[src/rtl/apb_pkg.sv]
// Shared types and constants for the APB requester and the I2C bridge register map.
package apb_pkg;

  typedef enum logic [1:0] {
    IDLE   = 2'd0,
    SETUP  = 2'd1,
    ACCESS = 2'd2
  } apb_state_e;

  localparam logic [31:0] APB_ADDR_TX_FIFO     = 32'd0;
  localparam logic [31:0] APB_ADDR_RX_FIFO     = 32'd4;
  localparam logic [31:0] APB_ADDR_I2C_CONFIG  = 32'd8;
  localparam logic [31:0] APB_ADDR_I2C_TIMEOUT = 32'd12;

endpackage

[src/rtl/apb_wait_timer.sv]
// Saturating count of PREADY-low ACCESS samples; expired flags that the next low sample is the last allowed.
// Purely counting, no backpressure; TIMEOUT_CYCLES=0 keeps expired low forever.
module apb_wait_timer
  import apb_pkg::*;
#(
  parameter int TIMEOUT_CYCLES = 16
) (
  input  logic clk,
  input  logic rst_n,
  input  logic clr,
  input  logic inc,
  output logic expired
);

  localparam int CNT_W = (TIMEOUT_CYCLES > 0) ? $clog2(TIMEOUT_CYCLES + 1) : 1;
  localparam logic [CNT_W-1:0] CNT_MAX  = (TIMEOUT_CYCLES > 0) ? CNT_W'(TIMEOUT_CYCLES) : '1;
  localparam logic [CNT_W-1:0] CNT_LAST = (TIMEOUT_CYCLES > 0) ? CNT_W'(TIMEOUT_CYCLES - 1) : '0;

  logic [CNT_W-1:0] cnt;

  always_ff @(posedge clk or negedge rst_n) begin
    if (!rst_n) begin
      cnt <= '0;
    end else if (clr) begin
      cnt <= '0;
    end else if (inc && (cnt != CNT_MAX)) begin
      cnt <= cnt + 1'b1;
    end
  end

  // Compared against the value before the edge, so it fires on the TIMEOUT_CYCLES-th low sample.
  assign expired = (TIMEOUT_CYCLES != 0) && (cnt == CNT_LAST);

endmodule

[src/rtl/apb_master.sv]
// APB requester: one command per IDLE->SETUP->ACCESS transfer, registered one-cycle response strobe.
// Min 3 cycles accept-to-accept; CMD_READY low outside IDLE, PREADY wait states stretch ACCESS up to the timeout.
module apb_master
  import apb_pkg::*;
#(
  parameter int ADDR_W         = 32,
  parameter int DATA_W         = 32,
  parameter int TIMEOUT_CYCLES = 16
) (
  input  logic              PCLK,
  input  logic              PRESETn,
  input  logic              CMD_VALID,
  output logic              CMD_READY,
  input  logic              CMD_WRITE,
  input  logic [ADDR_W-1:0] CMD_ADDR,
  input  logic [DATA_W-1:0] CMD_WDATA,
  output logic              RSP_VALID,
  output logic [DATA_W-1:0] RSP_RDATA,
  output logic              RSP_ERROR,
  output logic              RSP_TIMEOUT,
  output logic              PSELx,
  output logic              PENABLE,
  output logic              PWRITE,
  output logic [ADDR_W-1:0] PADDR,
  output logic [DATA_W-1:0] PWDATA,
  input  logic [DATA_W-1:0] PRDATA,
  input  logic              PREADY,
  input  logic              PSLVERR
);

  apb_state_e        state, state_nxt;
  logic              psel_nxt, penable_nxt, pwrite_nxt;
  logic [ADDR_W-1:0] paddr_nxt;
  logic [DATA_W-1:0] pwdata_nxt;
  logic              rsp_valid_nxt, rsp_error_nxt, rsp_timeout_nxt;
  logic [DATA_W-1:0] rsp_rdata_nxt;
  logic              tmr_expired;

  assign CMD_READY = (state == IDLE) & PRESETn;

  apb_wait_timer #(
    .TIMEOUT_CYCLES(TIMEOUT_CYCLES)
  ) u_wait_timer (
    .clk    (PCLK),
    .rst_n  (PRESETn),
    .clr    (state == SETUP),
    .inc    ((state == ACCESS) && !PREADY),
    .expired(tmr_expired)
  );

  always_comb begin
    state_nxt       = state;
    psel_nxt        = PSELx;
    penable_nxt     = PENABLE;
    pwrite_nxt      = PWRITE;
    paddr_nxt       = PADDR;
    pwdata_nxt      = PWDATA;
    rsp_valid_nxt   = 1'b0;
    rsp_rdata_nxt   = RSP_RDATA;
    rsp_error_nxt   = RSP_ERROR;
    rsp_timeout_nxt = RSP_TIMEOUT;
    case (state)
      IDLE: begin
        if (CMD_VALID && CMD_READY) begin
          pwrite_nxt  = CMD_WRITE;
          paddr_nxt   = CMD_ADDR;
          pwdata_nxt  = CMD_WDATA;
          psel_nxt    = 1'b1;
          penable_nxt = 1'b0;
          state_nxt   = SETUP;
        end
      end
      SETUP: begin
        penable_nxt = 1'b1;
        state_nxt   = ACCESS;
      end
      ACCESS: begin
        // A ready sample always wins over a timeout landing on the same edge.
        if (PREADY) begin
          psel_nxt        = 1'b0;
          penable_nxt     = 1'b0;
          state_nxt       = IDLE;
          rsp_valid_nxt   = 1'b1;
          rsp_error_nxt   = PSLVERR;
          rsp_timeout_nxt = 1'b0;
          rsp_rdata_nxt   = PWRITE ? '0 : PRDATA;
        end else if (tmr_expired) begin
          psel_nxt        = 1'b0;
          penable_nxt     = 1'b0;
          state_nxt       = IDLE;
          rsp_valid_nxt   = 1'b1;
          rsp_error_nxt   = 1'b1;
          rsp_timeout_nxt = 1'b1;
          rsp_rdata_nxt   = '0;
        end
      end
      default: begin
        psel_nxt    = 1'b0;
        penable_nxt = 1'b0;
        state_nxt   = IDLE;
      end
    endcase
  end

  always_ff @(posedge PCLK or negedge PRESETn) begin
    if (!PRESETn) begin
      state       <= IDLE;
      PSELx       <= 1'b0;
      PENABLE     <= 1'b0;
      PWRITE      <= 1'b0;
      PADDR       <= '0;
      PWDATA      <= '0;
      RSP_VALID   <= 1'b0;
      RSP_RDATA   <= '0;
      RSP_ERROR   <= 1'b0;
      RSP_TIMEOUT <= 1'b0;
    end else begin
      state       <= state_nxt;
      PSELx       <= psel_nxt;
      PENABLE     <= penable_nxt;
      PWRITE      <= pwrite_nxt;
      PADDR       <= paddr_nxt;
      PWDATA      <= pwdata_nxt;
      RSP_VALID   <= rsp_valid_nxt;
      RSP_RDATA   <= rsp_rdata_nxt;
      RSP_ERROR   <= rsp_error_nxt;
      RSP_TIMEOUT <= rsp_timeout_nxt;
    end
  end

endmodule

[config.mk]
export PLATFORM = sky130hd
export DESIGN_NAME = apb_master
export DESIGN_NICKNAME = d
export VERILOG_FILES = /design/src/rtl/apb_pkg.sv /design/src/rtl/apb_wait_timer.sv /design/src/rtl/apb_master.sv
export SDC_FILE = /design/constraint.sdc
export NUM_CORES = 1
export LEC_CHECK = 0
export BUFFER_PORTS_ARGS = -buffer_cell sky130_fd_sc_hd__clkbuf_2
export CAP_MARGIN = 0
export CORE_MARGIN = 2
export CORE_UTILIZATION = 50
export DETAILED_ROUTE_END_ITERATION = 10
export GPL_TIMING_DRIVEN = 0
export PLACE_DENSITY = 0.92
export SLEW_MARGIN = 5
export SYNTH_ARGS = -nofsm -noshare
export SYNTH_HDL_FRONTEND = slang
export SYNTH_HIERARCHICAL = 1
export SYNTH_SLANG_ARGS = --single-unit
[constraint.sdc]
create_clock -name PCLK -period 3.3 [get_ports PCLK]
set_clock_uncertainty 0.2 [all_clocks]
set_input_delay 0.33 -clock PCLK [delete_from_list [all_inputs] [get_ports PCLK]]
set_output_delay 0.33 -clock PCLK [all_outputs]
set_load 0.01 [all_outputs]
After elaboration in Yosys (flattened, before gate mapping)
Cells that the tools add are included.
{ "totals": {"input_bits": 102, "mem_bits_rw": 0, "latchBits": 0, "memories": 0, "rom_bits": 0, "register_bits": 109} }
{ "op_classes": {"n_addsub": 1, "multipliers": 0, "reduce_logical": 11, "n_eq_ne": 6, "n_lt_le_gt_ge": 0, "n_mux": 21, "div_mod_pow": 0, "bitwise": 2, "shifts": 0} }
{ "op_table": {"columns": ["op", "count"], "rows": [
  ["$mux 32", 3],
  ["$mux 1", 10],
  ["$mux 5", 2],
  ["$mux 2", 3],
  ["$pmux 1 s3", 2],
  ["$pmux 2 s3", 1],
  ["$reduce_and 2->1", 3],
  ["$add 5x1->5 const B", 1],
  ["$eq 5x4->1 const B", 1],
  ["$ne 5x5->1 const B", 1],
  ["$reduce_bool 2->1", 2],
  ["$logic_and 1x1->1", 3],
  ["$ne 3x3->1 const B", 1],
  ["$reduce_and 3->1", 1],
  ["$eq 2x1->1 const B", 1],
  ["$eq 2x2->1 const B", 1],
  ["$logic_not 2->1", 1],
  ["$ne 2x1->1 const B", 1],
  ["$and 1x1->1", 1],
  ["$logic_not 1->1", 1],
  ["$not 1->1", 1]
]} }

Depth between registers and ports, before layout
Gate-level depths: netlist of run 1.
{ "logic_depth": {"word_depth": 5, "mapped_depth": 7, "mapped_depth_nobuf": 6} }

By module
The synthesis of run 1 kept the hierarchy.
{ "modules_own_cells": {"columns": ["mod", "n_inst", "area_per_inst_um2", "seq_area_each_um2", "cells_per_inst"], "rows": [
  ["apb_master", 1, 4121.5, 2602.5, 305],
  ["apb_wait_timer", 1, 292.8, 125.1, 30]
]} }

Least setup slack after synthesis of run 1
Ideal clock, no wire load.
{ "synth_path": {"kind": "reg-to-reg", "startpoint": "register u_wait_timer.cnt[0]", "endpoint": "register RSP_RDATA[0]", "required_ns": 2.967, "setup_slack_ns": 1.265, "setup_ns": 0.133, "t_arrival_ns": 1.702, "n_path_buf": 1, "path_stages_with_launch": 7, "cell_sequence": "dfrtp_1 -> ha_1 -> and3_1 -> ha_1 -> o21ai_0 -> clkbuf_1 -> o21ai_0"} }
{ "synth_between": {"elab_chain_cells": 3} }
{ "synth_rtl": {"columns": ["element", "line_no", "source"], "rows": [
  ["start: declaration", "apb_wait_timer.sv:19", "logic [CNT_W-1:0] cnt;"],
  ["start signal: assignment", "apb_wait_timer.sv:27", "cnt <= cnt + 1'b1;"],
  ["$eq 5x4->1", "apb_wait_timer.sv:32", "assign expired = (TIMEOUT_CYCLES != 0) && (cnt == CNT_LAST);"],
  ["net tmr_expired", "apb_master.sv:37", "logic tmr_expired;"],
  ["$reduce_bool 2->1 (no line)", null, null],
  ["$reduce_and 2->1 (no line)", null, null],
  ["end signal: assignment", "apb_master.sv:125", "RSP_RDATA <= rsp_rdata_nxt;"],
  ["end: declaration", "apb_master.sv:18", "output logic [DATA_W-1:0] RSP_RDATA,"]
]} }
The timed path passes the listed nets, and every way through them passes these cells.
A chain may end at the register's enable or synchronous reset.

Worst setup path in the final report of run 1
{ "layout_path": {"startpoint": "input port PRESETn", "endpoint": "register PADDR[11]"} }
{ "layout_between": {"elab_chain_cells": 3} }
{ "layout_rtl": {"columns": ["element", "line_no", "source"], "rows": [
  ["start: declaration", "apb_master.sv:11", "input logic PRESETn,"],
  ["$and 1x1->1", "apb_master.sv:39", "assign CMD_READY = (state == IDLE) & PRESETn;"],
  ["$logic_and 1x1->1", "apb_master.sv:64", "if (CMD_VALID && CMD_READY) begin"],
  ["$reduce_and 2->1 (no line)", null, null],
  ["end signal: assignment", "apb_master.sv:122", "PADDR <= paddr_nxt;"],
  ["end: declaration", "apb_master.sv:24", "output logic [ADDR_W-1:0] PADDR,"]
]} }
Every way passes these cells.

==> results.md, run 1 <==
* I/O pins at 205
* Dpl cells at 647
* DIE AREA at 9596 um2
* Top cell family by delay on the critical path: buffers and inverters
* Fmax at 353.8 MHz
* Fin crit period at 2826 ps
* Nets@finish at 747
* Part of the cycle the worst path needs at 0.8565
* Ys Warns at 6
* Worst R2R Start: u_wait_timer/cnt[0]$_DFFE_PN0P_
* Starting Density at 0.5112
* Vias in the first global route at 4119
* Cells along the critical path: dlygate4sd3_1 > clkbuf_8 > nor3b_2 > and2_4 > buf_6 > buf_12 > buf_12 > mux2_4
* Crit Path Max Fanout at 110
* First-pass GRT wire length at 21380 um
* Antenna diodes at 0
* Hold Crit Start: PRDATA[10]
* Post-synthesis xor/xnor area fraction at 0.001984
* Leakage at 3.325 nW
* Sequential share of the synthesized area at 0.6179
* Cells after Synth at 335
* Compound-Gate Fraction of Synth Area at 0.09099
* GPL Wtd Cong at 0.8612
* Critical path buffers and inverters at 5
* Hold WC Path Type: input port to flip-flop
* CP most frequent cell: buf_12
* Worst path slowest cell: clkbuf_8
* Largest net degree at the start of global routing at 111
* Element type at the critical path start: input port
* Fraction of the mapped netlist area in adder cells at 0.008503
* Die Wd at 97.96 um
* Tot GR Track Use at 0.2837
* Wire per inst at 18.47 um
* Post-route ant nets at 0
* H-Tree Depth at 3
* Hold Slack at 2.772 ps
* Initial antenna violation count at 0
* Layout Cells excl Fill at 755
* Core area at 8636 um2
* Area delta synth->final at 51.33%
* Row cnt at 34
* Hold Vio Cnt, Final at 0
* DRC at 0
* Slew @ Worst Pin at 859.8 ps
* DPL Wire Length at 7752 um
* Worst slew margin at 0.4268
* Iter 0 DRT Violations at 162
* Final WL at 13940 um
* IO buf count at 204
* CTS tree: yes
* Final Power at 0.003971 W
* CTS Buffer Depth at 2
* Power per cell area at 594.4 nW/um2
* Combinational family with the most area after synthesis: multiplexers
* Final setup viols at 0
* Clock root buffer: clkbuf_8
* Postcts setup bufs at 0
* Routed vias/inst at 5.168
* Area fraction in and, or, nand and nor cells after synthesis at 0.05300
* Net Count, Synth at 440
* Via count at 3902
* WS Path Type: input port to flip-flop
* Synth Area per Inst at 13.18 um2
* Crit path DAT at 2880 ps
* Post-synth cell types at 30
* Fraction of synthesized area in multiplexers at 0.1885
* Outcome: complete, no violations
* Worst path required time at 3360 ps
* Fill count at 480
* Worst VDD drop at 0.2898 mV
* Clk Latency, worst-skew pair at 360 ps
* Maxcap violations at 0
* Critical Path Start: PRESETn
* Synthesized flop and latch total at 109
* Max incr delay on CP at 650 ps
* Final TNS setup at 0 ps
* RSZ-0062 raised after global routing: no
* TritonCTS Buffers at 9
* Ratio of cells with drive above 1 in the final layout at 0.4621
* Synth Cell Area at 4414 um2
* Clk sinks at 109
* Detailed Routing Iterations Pass 1 at 4
* Die Span Y at 97.96 um
* Gr ovfl total at 0
* Critical path capture point type: flip-flop
* Max Slew Vio Count at 0
* Worst-path clk slew at 110 ps
* CTS resizes at 0
## metal layers
metal	global-route usage	wire [um]
met2	0.5084	7376
met5	0	0
met4	0.1079	461
met3	0.06299	998
met1	0.3330	5107
## metrics by stage
stage               utilization  cell area [um2]  worst slack, ps
CTS                      0.7701             6650            486.2
floorplan                     -             4414             1265
detailed placement       0.6460             5579            657.6
global placement         0.6450             5570           -661.5
finish                   0.7735             6680            473.6
global route             0.7735             6680            324.0
## final cells by class
class / count / area (um2) / share of cell area
Clock inverter: 7 / 56.30 / 0.008429
Sequential cell: 109 / 2728 / 0.4083
Clock buffer: 9 / 123.9 / 0.01854
Buffer: 21 / 153.9 / 0.02304
Inverter: 5 / 18.77 / 0.002810
Tap cell: 108 / 135.1 / 0.02023
Timing Repair Buffer: 296 / 1951 / 0.2920
Multi-Input combinational cell: 200 / 1514 / 0.2266
## worst paths after layout
check	cells after the start	to	slack [ps]
min in group asynchronous	2	PWDATA[23]$_DFFE_PN0P_	420
setup / recovery	8	PADDR[11]$_DFFE_PN0P_	470
max in group asynchronous	2	RSP_ERROR$_DFFE_PN0P_	1880
hold / removal	3	RSP_RDATA[10]$_DFFE_PN0P_	3
hold reg to reg	1	PADDR[29]$_DFFE_PN0P_	310
setup reg to reg	6	RSP_RDATA[30]$_DFFE_PN0P_	770
## cells by family after synthesis
group                      count (synthesis)
AOI/OAI and AO/OA                         76
xor gates and xnor gates                   1
adders and majority gates                  3
buffers and inverters                     26
DFF                                      109
muxes                                     67
and+or+nand+nor                           53
## cell usage after synthesis
library cell  number  area, um2
dfrtp_1          109       2728
o21ai_0           65      325.3
mux2_2            45      506.7
nand2_1           36      135.1
mux2_4            21      315.3
clkbuf_1          10      37.54
nor2_1             7      26.28
inv_1              5      18.77
buf_4              4      30.03
a21oi_1            3      15.01
buf_12             3      60.06
buf_2              3      15.01
ha_1               3      37.54
nand2b_1           3      18.77
a21o_1             2      15.01
nor2b_1            2      12.51
a211oi_1           1      7.510
and2_4             1      8.760
and2b_1            1      7.510
and3_1             1      6.260
buf_6              1      11.26
mux2i_1            1      10.01
nand4_1            1      6.260
nor3b_2            1      12.51
o2111ai_1          1      8.760
o21ai_1            1      5.000
o22a_1             1      8.760
o31a_1             1      8.760
o31ai_1            1      7.510
xor2_1             1      8.760
## cell usage in the layout, fill, tap and decap left out, drive strengths merged
| cell | instances |
|---|---|
| a211oi | 1 |
| a21o | 2 |
| a21oi | 3 |
| and2 | 1 |
| and2b | 1 |
| and3 | 1 |
| buf | 11 |
| clkbuf | 223 |
| clkinv | 3 |
| dfrtp | 109 |
| dlygate4sd3 | 92 |
| ha | 3 |
| inv | 9 |
| mux2 | 66 |
| mux2i | 1 |
| nand2 | 36 |
| nand2b | 3 |
| nand4 | 1 |
| nor2 | 7 |
| nor2b | 2 |
| nor3b | 1 |
| o2111ai | 1 |
| o21ai | 66 |
| o22a | 1 |
| o31a | 1 |
| o31ai | 1 |
| xor2 | 1 |
## power by group
part	internal [W]	switching (W)	total (W)
Combinational	0.000653	0.000644	0.00130
Clock	0.000288	0.000481	0.000769
Sequential	0.00168	0.000226	0.00190
## repair_timing
| item | 4_1_cts | 5_1_grt |
|---|---|---|
| hold buffers | 89 | 3 |
| endpoints found under the setup margin | 0 | 0 |
| hold endpoints to repair | 197 | 3 |
## flip-flops by register name (all words and copies together) (netlist names)
signal and cells:
RSP_ERROR 1, PWDATA 32, RSP_RDATA 32, PWRITE 1, PENABLE 1, PADDR 32
u_wait_timer/cnt 5, RSP_TIMEOUT 1, PSELx 1, state 2, RSP_VALID 1
## tightest hold or removal path: cells and delay by family
kind	cells	cell delay [ps]
buffers and inverters	1	80
AOI/OAI and AO/OA	1	80
and+or+nand+nor	1	40
No activity file was read; power rests on OpenSTA's default activity.
==> run 2, diff against run 1 <==
Settings changed: PLACE_DENSITY 0.92 to unset, PLACE_DENSITY_LB_ADDON set to 0.05.
==> run 2 against run 1 <==
Net effect: design area up 0.79%; global-route usage down 3.0 points; critical path depth unchanged; register-to-register slack worse by 30 ps; hold slack better by 34 ps; via count down 3.4%; die area unchanged; fmax up 1.6%; non-clock buffer count up 6; sequential share of layout area down 0.32 points; worst setup slack better by 44 ps.
==> results.md, run 2 (synthesized netlist as in run 1, its figures left out) <==
* Worst R2R Path Depth at 6 (unchanged)
* Worst R2R Start: u_wait_timer/cnt[0]$_DFFE_PN0P_ (unchanged)
* Gr ovfl total at 0 (unchanged)
* IO buf count at 204 (unchanged)
* TritonCTS Buffers at 9 (unchanged)
* Fin crit period at 2782 ps (was 2826 ps)
* Top flop regs: PADDR x32, PWDATA x32, RSP_RDATA x32 (unchanged)
* Die Span Y at 97.96 um (unchanged)
* Worst VDD drop at 0.3225 mV (was 0.2898 mV)
* First-pass GRT wire length at 19400 um (was 21380 um)
* Top Layer Used: met4 (unchanged)
* Via count at 3768 (was 3902)
* Final setup margin at 518.0 ps (was 473.6 ps)
* Hold path endpoint: RSP_RDATA[22]$_DFFE_PN0P_ (was RSP_RDATA[10]$_DFFE_PN0P_)
* Min-Delay Path Depth at 3 (unchanged)
* Hold Vio Cnt, Final at 0 (unchanged)
* Starting Density at 0.5112 (unchanged)
* WS Path Type: input port to flip-flop (unchanged)
* Worst slew margin at 0.4417 (was 0.4268)
* Ratio of cells with drive above 1 in the final layout at 0.4564 (was 0.4621)
* Clk Latency, worst-skew pair at 370 ps (was 360 ps)
* Iter 0 DRT Violations at 106 (was 162)
* Core area at 8636 um2 (unchanged)
* Max Slew Vio Count at 0 (unchanged)
* Clock root buffer: clkbuf_8 (unchanged)
* Clk sinks at 109 (unchanged)
* Fmax at 359.5 MHz (was 353.8 MHz)
* Hold WC Path Type: input port to flip-flop (unchanged)
* Wire per inst at 15.81 um (was 18.47 um)
* Vias in the first global route at 3918 (was 4119)
* CTS resizes at 0 (unchanged)
* Largest net degree at the start of global routing at 111 (unchanged)
* Slew @ Worst Pin at 837.4 ps (was 859.8 ps)
* Area delta synth->final at 52.52% (was 51.33%)
* Worst-path clk slew at 100 ps (was 110 ps)
* DRC at 0 (unchanged)
* Max incr delay on CP at 670 ps (was 650 ps)
* Antenna diodes at 0 (unchanged)
* Critical path capture point type: flip-flop (unchanged)
* Top cell family by delay on the critical path: buffers and inverters (unchanged)
* Most frequent cells in the layout: clkbuf_2, dfrtp_1, dlygate4sd3_1, o21ai_0, mux2_2 (unchanged)
* Hold Crit Start: PRDATA[22] (was PRDATA[10])
* Routed vias/inst at 4.951 (was 5.168)
* Row cnt at 34 (unchanged)
* Die Wd at 97.96 um (unchanged)
* CP most frequent cell: buf_12 (unchanged)
* Metal3 WL at 620 um (was 998 um)
* CTS tree: yes (unchanged)
* Initial antenna violation count at 0 (unchanged)
* Detailed Routing Iterations Pass 1 at 4 (unchanged)
* Post-route ant nets at 0 (unchanged)
* Leakage at 3.345 nW (was 3.325 nW)
* Crit path DAT at 2830 ps (was 2880 ps)
* Met2 WL at 6327 um (was 7376 um)
* DIE AREA at 9596 um2 (unchanged)
* Power per cell area at 576.7 nW/um2 (was 594.4 nW/um2)
* Fill count at 547 (was 480)
* Reg-to-reg slack, setup at 740 ps (was 770 ps)
* Outcome: complete, no violations (unchanged)
* Element type at the critical path start: input port (unchanged)
* Layout Cells excl Fill at 761 (was 755)
* Maxcap violations at 0 (unchanged)
* Worst path required time at 3350 ps (was 3360 ps)
* CTS Buffer Depth at 2 (unchanged)
* Part of the cycle the worst path needs at 0.8430 (was 0.8565)
* RSZ-0062 raised after global routing: no (unchanged)
* Crit Path Max Fanout at 110 (unchanged)
* Nets@finish at 753 (was 747)
* Final setup viols at 0 (unchanged)
* GPL Wtd Cong at 0.7624 (was 0.8612)
* Worst path slowest cell: clkbuf_8 (unchanged)
* Dpl cells at 647 (unchanged)
* Reg-to-Reg End: RSP_RDATA[25]$_DFFE_PN0P_ (was RSP_RDATA[30]$_DFFE_PN0P_)
* Final WL at 12030 um (was 13940 um)
* Pre-CTS WS at 650.2 ps (was 657.6 ps)
* Tot GR Track Use at 0.2533 (was 0.2837)
* Critical path buffers and inverters at 5 (unchanged)
* M1 wire length at 4954 um (was 5107 um)
* H-Tree Depth at 3 (unchanged)
* Commonest non-fill, non-tap cell in the layout: clkbuf_2 (unchanged)
* DPL Wire Length at 7383 um (was 7752 um)
* Cells along the critical path: dlygate4sd3_1 > clkbuf_8 > nor3b_2 > and2_4 > buf_6 > buf_12 > buf_12 > mux2_4 (unchanged)
* I/O pins at 205 (unchanged)
[run 2: cell count changes in the layout (fill, tap and decap cells not counted)]
| cell | delta |
|---|---|
| dlygate4sd3_1 | +6 |
| clkinv_4 | +1 |
| inv_6 | -1 |
| clkbuf_1 | +1 |
| inv_8 | -1 |
[run 2: power by group]
group	switching, W	internal [W]
sequential	0.000200	0.00168
clock	0.000455	0.000281
combinational	0.000613	0.000656
[run 2: worst register-to-register path, delay by kind of cell, from the launching register on]
family          cells  cell delay, ps
compound gates      2             730
fa+ha+maj           2             500
flops               1             430
buf+inv             1             400
simple gates        1             180
[run 2: worst max path at each step]
| stage | depth (start not counted) | to | slack [ps] | startpoint |
|---|---|---|---|---|
| 6_report | 8 | PADDR[11]$_DFFE_PN0P_ | 520 | PRESETn |
| 5_1_grt | 8 | PADDR[14]$_DFFE_PN0P_ | 310 | PRESETn |
| 4_1_cts | 8 | PADDR[16]$_DFFE_PN0P_ | 490 | PRESETn |
| 3_5_place_dp | 7 | PADDR[5]$_DFFE_PN0P_ | 650 | PRESETn |
| 3_3_place_gp | 7 | PADDR[8]$_DFFE_PN0P_ | -770 | PRESETn |
| 2_1_floorplan | 6 | RSP_RDATA[0]$_DFFE_PN0P_ | 1260 | u_wait_timer/cnt[0]$_DFFE_PN0P_ |
[run 2: layout make-up]
type | instances | area [um2] | share of cell area
Sequential cell | 109 | 2728 | 0.4051
Timing Repair Buffer | 302 | 2011 | 0.2986
Multi-Input combinational cell | 200 | 1514 | 0.2249
Buffer | 21 | 153.9 | 0.02286
Tap cell | 108 | 135.1 | 0.02007
Clock buffer | 10 | 127.6 | 0.01896
Clock inverter | 6 | 45.04 | 0.006690
Inverter | 5 | 18.77 | 0.002788
[run 2: timing repair]
item                                   CTS  global route
endpoints found under the hold margin  206             0
buffers inserted                         0             0
hold buffers                            98             0
[run 2: stage by stage]
| stage | setup TNS (ps) | cell area [um2] | total power (W) | util | hold WS, ps |
|---|---|---|---|---|---|
| 2_1_floorplan | 0 | 4414 | 0.002508 | - | -165.6 |
| 3_3_place_gp | -47550 | 5570 | 0.003018 | 0.6450 | 264.4 |
| 3_5_place_dp | 0 | 5579 | 0.003058 | 0.6460 | 282.5 |
| 4_1_cts | 0 | 6733 | 0.003893 | 0.7796 | 25.74 |
| 5_1_grt | 0 | 6733 | 0.004108 | 0.7796 | 33.70 |
| 6_report | 0 | 6733 | 0.003883 | 0.7796 | 36.67 |
[run 2: routing by layer]
layer	vias to the layer above	global-route usage
met3	13	0.06514
met5	-	0
li1	1786	-
met4	0	0.06090
met1	1848	0.3067
met2	121	0.4542
==> run 3, diff against run 2 <==
Settings changed: CORE_UTILIZATION 50 to 47.
Clock period 3.3 ns to 2.65 ns, I/O delays scaled along.
==> run 3 against run 2 <==
Net effect: the run now ends with hold timing left; sequential cell count is the same; non-clock buffer count grew 1; count of clock-buffer cells in the layout is the same; first-iteration DRC count shrank 10%; sequential power grew 24%; hold slack lost 240 ps; power grew 25%; via count shrank 0.29%; die area grew 6.1%; critical path type is now flip-flop to flip-flop; highest routed layer unchanged.
==> results.md, run 3 (synthesized netlist as in run 1, its figures left out) <==
* Multi-input gate area at 1514 um2 (unchanged)
* Worst VDD drop at 0.3294 mV (was 0.3225 mV)
* TritonCTS Buffers at 9 (unchanged)
* DRC at 0 (unchanged)
* Row cnt at 35 (was 34)
* Part of the cycle the worst path needs at 0.9007
* Clk sinks at 109 (unchanged)
* Vias in the first global route at 4043 (was 3918)
* Crit path DAT at 2400 ps (was 2830 ps)
* GPL Wtd Cong at 0.7640 (was 0.7624)
* H-Tree Depth at 3 (unchanged)
* Ratio of cells with drive above 1 in the final layout at 0.4540 (was 0.4564)
* Top flop regs: PADDR x32, PWDATA x32, RSP_RDATA x32 (unchanged)
* I/O pins at 205 (unchanged)
* IO buf count at 204 (unchanged)
* Fill count at 667 (was 547)
* Largest net degree at the start of global routing at 111 (unchanged)
* Clock root buffer: clkbuf_8 (unchanged)
* CTS Buffer Depth at 2 (unchanged)
* Hold WC Path Type: input port to async pin (was input port to flip-flop)
* Hold Slack at -207.6 ps (was 36.67 ps)
* Fmax at 419.0 MHz
* Clk Latency, worst-skew pair at 350 ps (was 370 ps)
* Routed vias/inst at 4.924 (was 4.951)
* Fin crit period at 2387 ps
* Die Span Y at 100.9 um (was 97.96 um)
* Final Cell Area at 6753 um2 (was 6733 um2)
* Area delta synth->final at 52.98% (was 52.52%)
* Commonest non-fill, non-tap cell in the layout: clkbuf_2 (unchanged)
* CTS tree: yes (unchanged)
* First-pass GRT wire length at 19000 um (was 19400 um)
* Maxcap violations at 0 (unchanged)
* Wire per inst at 15.65 um (was 15.81 um)
* Post-route ant nets at 0 (unchanged)
* DIE AREA at 10180 um2 (was 9596 um2)
* Nets@finish at 754 (was 753)
* Starting Density at 0.4800 (was 0.5112)
* Element type at the critical path start: flip-flop (was input port)
* Crit Path Max Fanout at 10 (was 110)
* Slew @ Worst Pin at 858.3 ps (was 837.4 ps)
* Leakage at 3.346 nW (was 3.345 nW)
* Tot GR Track Use at 0.2390 (was 0.2533)
* Final Power at 0.004870 W (was 0.003883 W)
* Via count at 3757 (was 3768)
* Power per cell area at 721.2 nW/um2 (was 576.7 nW/um2)
* WS Path Type: flip-flop to flip-flop (was input port to flip-flop)
* Core area at 9196 um2 (was 8636 um2)
* Worst slew margin at 0.4278 (was 0.4417)
* Worst path required time at 2670 ps (was 3350 ps)
* Detailed Routing Iterations Pass 1 at 4 (unchanged)
* Final setup viols at 0 (unchanged)
* Outcome: complete, but fails checks (was complete, no violations)
* Hold Vio Cnt, Final at 109 (was 0)
* Placed Area at 5583 um2 (was 5579 um2)
* CTS Hold Bufs at 99 (was 98)
* Initial antenna violation count at 0 (unchanged)
* DPL Wire Length at 7500 um (was 7383 um)
* Antenna diodes at 0 (unchanged)
* Gr ovfl total at 0 (unchanged)
* Final WL at 11940 um (was 12030 um)
* Die Wd at 100.9 um (was 97.96 um)
* Critical path capture point type: flip-flop (unchanged)
* Most frequent cells in the layout: clkbuf_2, dfrtp_1, dlygate4sd3_1, o21ai_0, mux2_2 (unchanged)
* Register area at 2728 um2 (unchanged)
* Failing checks: hold timing
* Iter 0 DRT Violations at 95 (was 106)
* Worst-path clk slew at 100 ps (about the same)
* Max Slew Vio Count at 0 (unchanged)
* RSZ-0062 raised after global routing: no (unchanged)
run 3: what timing repair did:
action | CTS | global route
hold endpoints to repair | 208 | 109
setup endpoints to repair | 0 | 29
buffers inserted | 0 | 0
resized for setup | 0 | 1
run 3: final timing paths:
check                                                 from                        to  slack [ps]  cells after the start
min in group PCLK                                CMD_VALID      state[0]$_DFFE_PN0P_         260                      4
max                        u_wait_timer/cnt[0]$_DFFE_PN0P_  RSP_RDATA[0]$_DFFE_PN0P_         260                      6
min reg2reg                              PSELx$_DFFE_PN0P_         PSELx$_DFFE_PN0P_         290                      1
min                                                PRESETn      PADDR[8]$_DFFE_PN0P_        -210                      1
max in group asynchronous                          PRESETn     RSP_ERROR$_DFFE_PN0P_        1860                      1
max reg2reg                u_wait_timer/cnt[0]$_DFFE_PN0P_  RSP_RDATA[0]$_DFFE_PN0P_         260                      6
run 3: through the flow:
stage / setup WS (ps) / setup TNS, ps / hold WS, ps / utilization / cells
2_1_floorplan: 614.9 / 0 / -230.6 / - / 335
3_3_place_gp: -1360 / -130290 / 264.7 / 0.6061 / 650
3_5_place_dp: 57.47 / 0 / 241.3 / 0.6071 / 650
4_1_cts: 44.54 / 0 / -164.8 / 0.7343 / 763
5_1_grt: 12.88 / 0 / -133.3 / 0.7343 / 763
6_report: 263.3 / 0 / -207.6 / 0.7343 / 763
run 3: per-layer routing:
metal	wire, um	vias up	GRT usage
li1	-	1777	-
met1	4904	1816	0.2743
met2	6091	137	0.4297
met3	631	27	0.04854
met4	315	0	0.1060
met5	0	-	0
run 3: worst max-delay path, cell delays in order, from the launching register on:
cell and delay [ps]:
dfrtp_1 420, ha_1 240, and3_1 190, ha_1 250, o21ai_1 380, clkbuf_1 390
o21ai_0 170
run 3: area by class of cell:
| type | count | share of cell area |
|---|---|---|
| Clock buffer | 10 | 0.01890 |
| Clock inverter | 4 | 0.007597 |
| Timing Repair Buffer | 303 | 0.2992 |
| Sequential cell | 109 | 0.4039 |
| Buffer | 21 | 0.02279 |
| Tap cell | 111 | 0.02057 |
| Multi-Input combinational cell | 200 | 0.2242 |
| Inverter | 5 | 0.002779 |
run 3: where the power goes:
group,internal [W],total (W),switching (W)
registers,0.00209,0.00233,0.000243
clock network,0.000428,0.000961,0.000533
logic,0.000818,0.00158,0.000760
total,0.00333,0.00487,0.00154
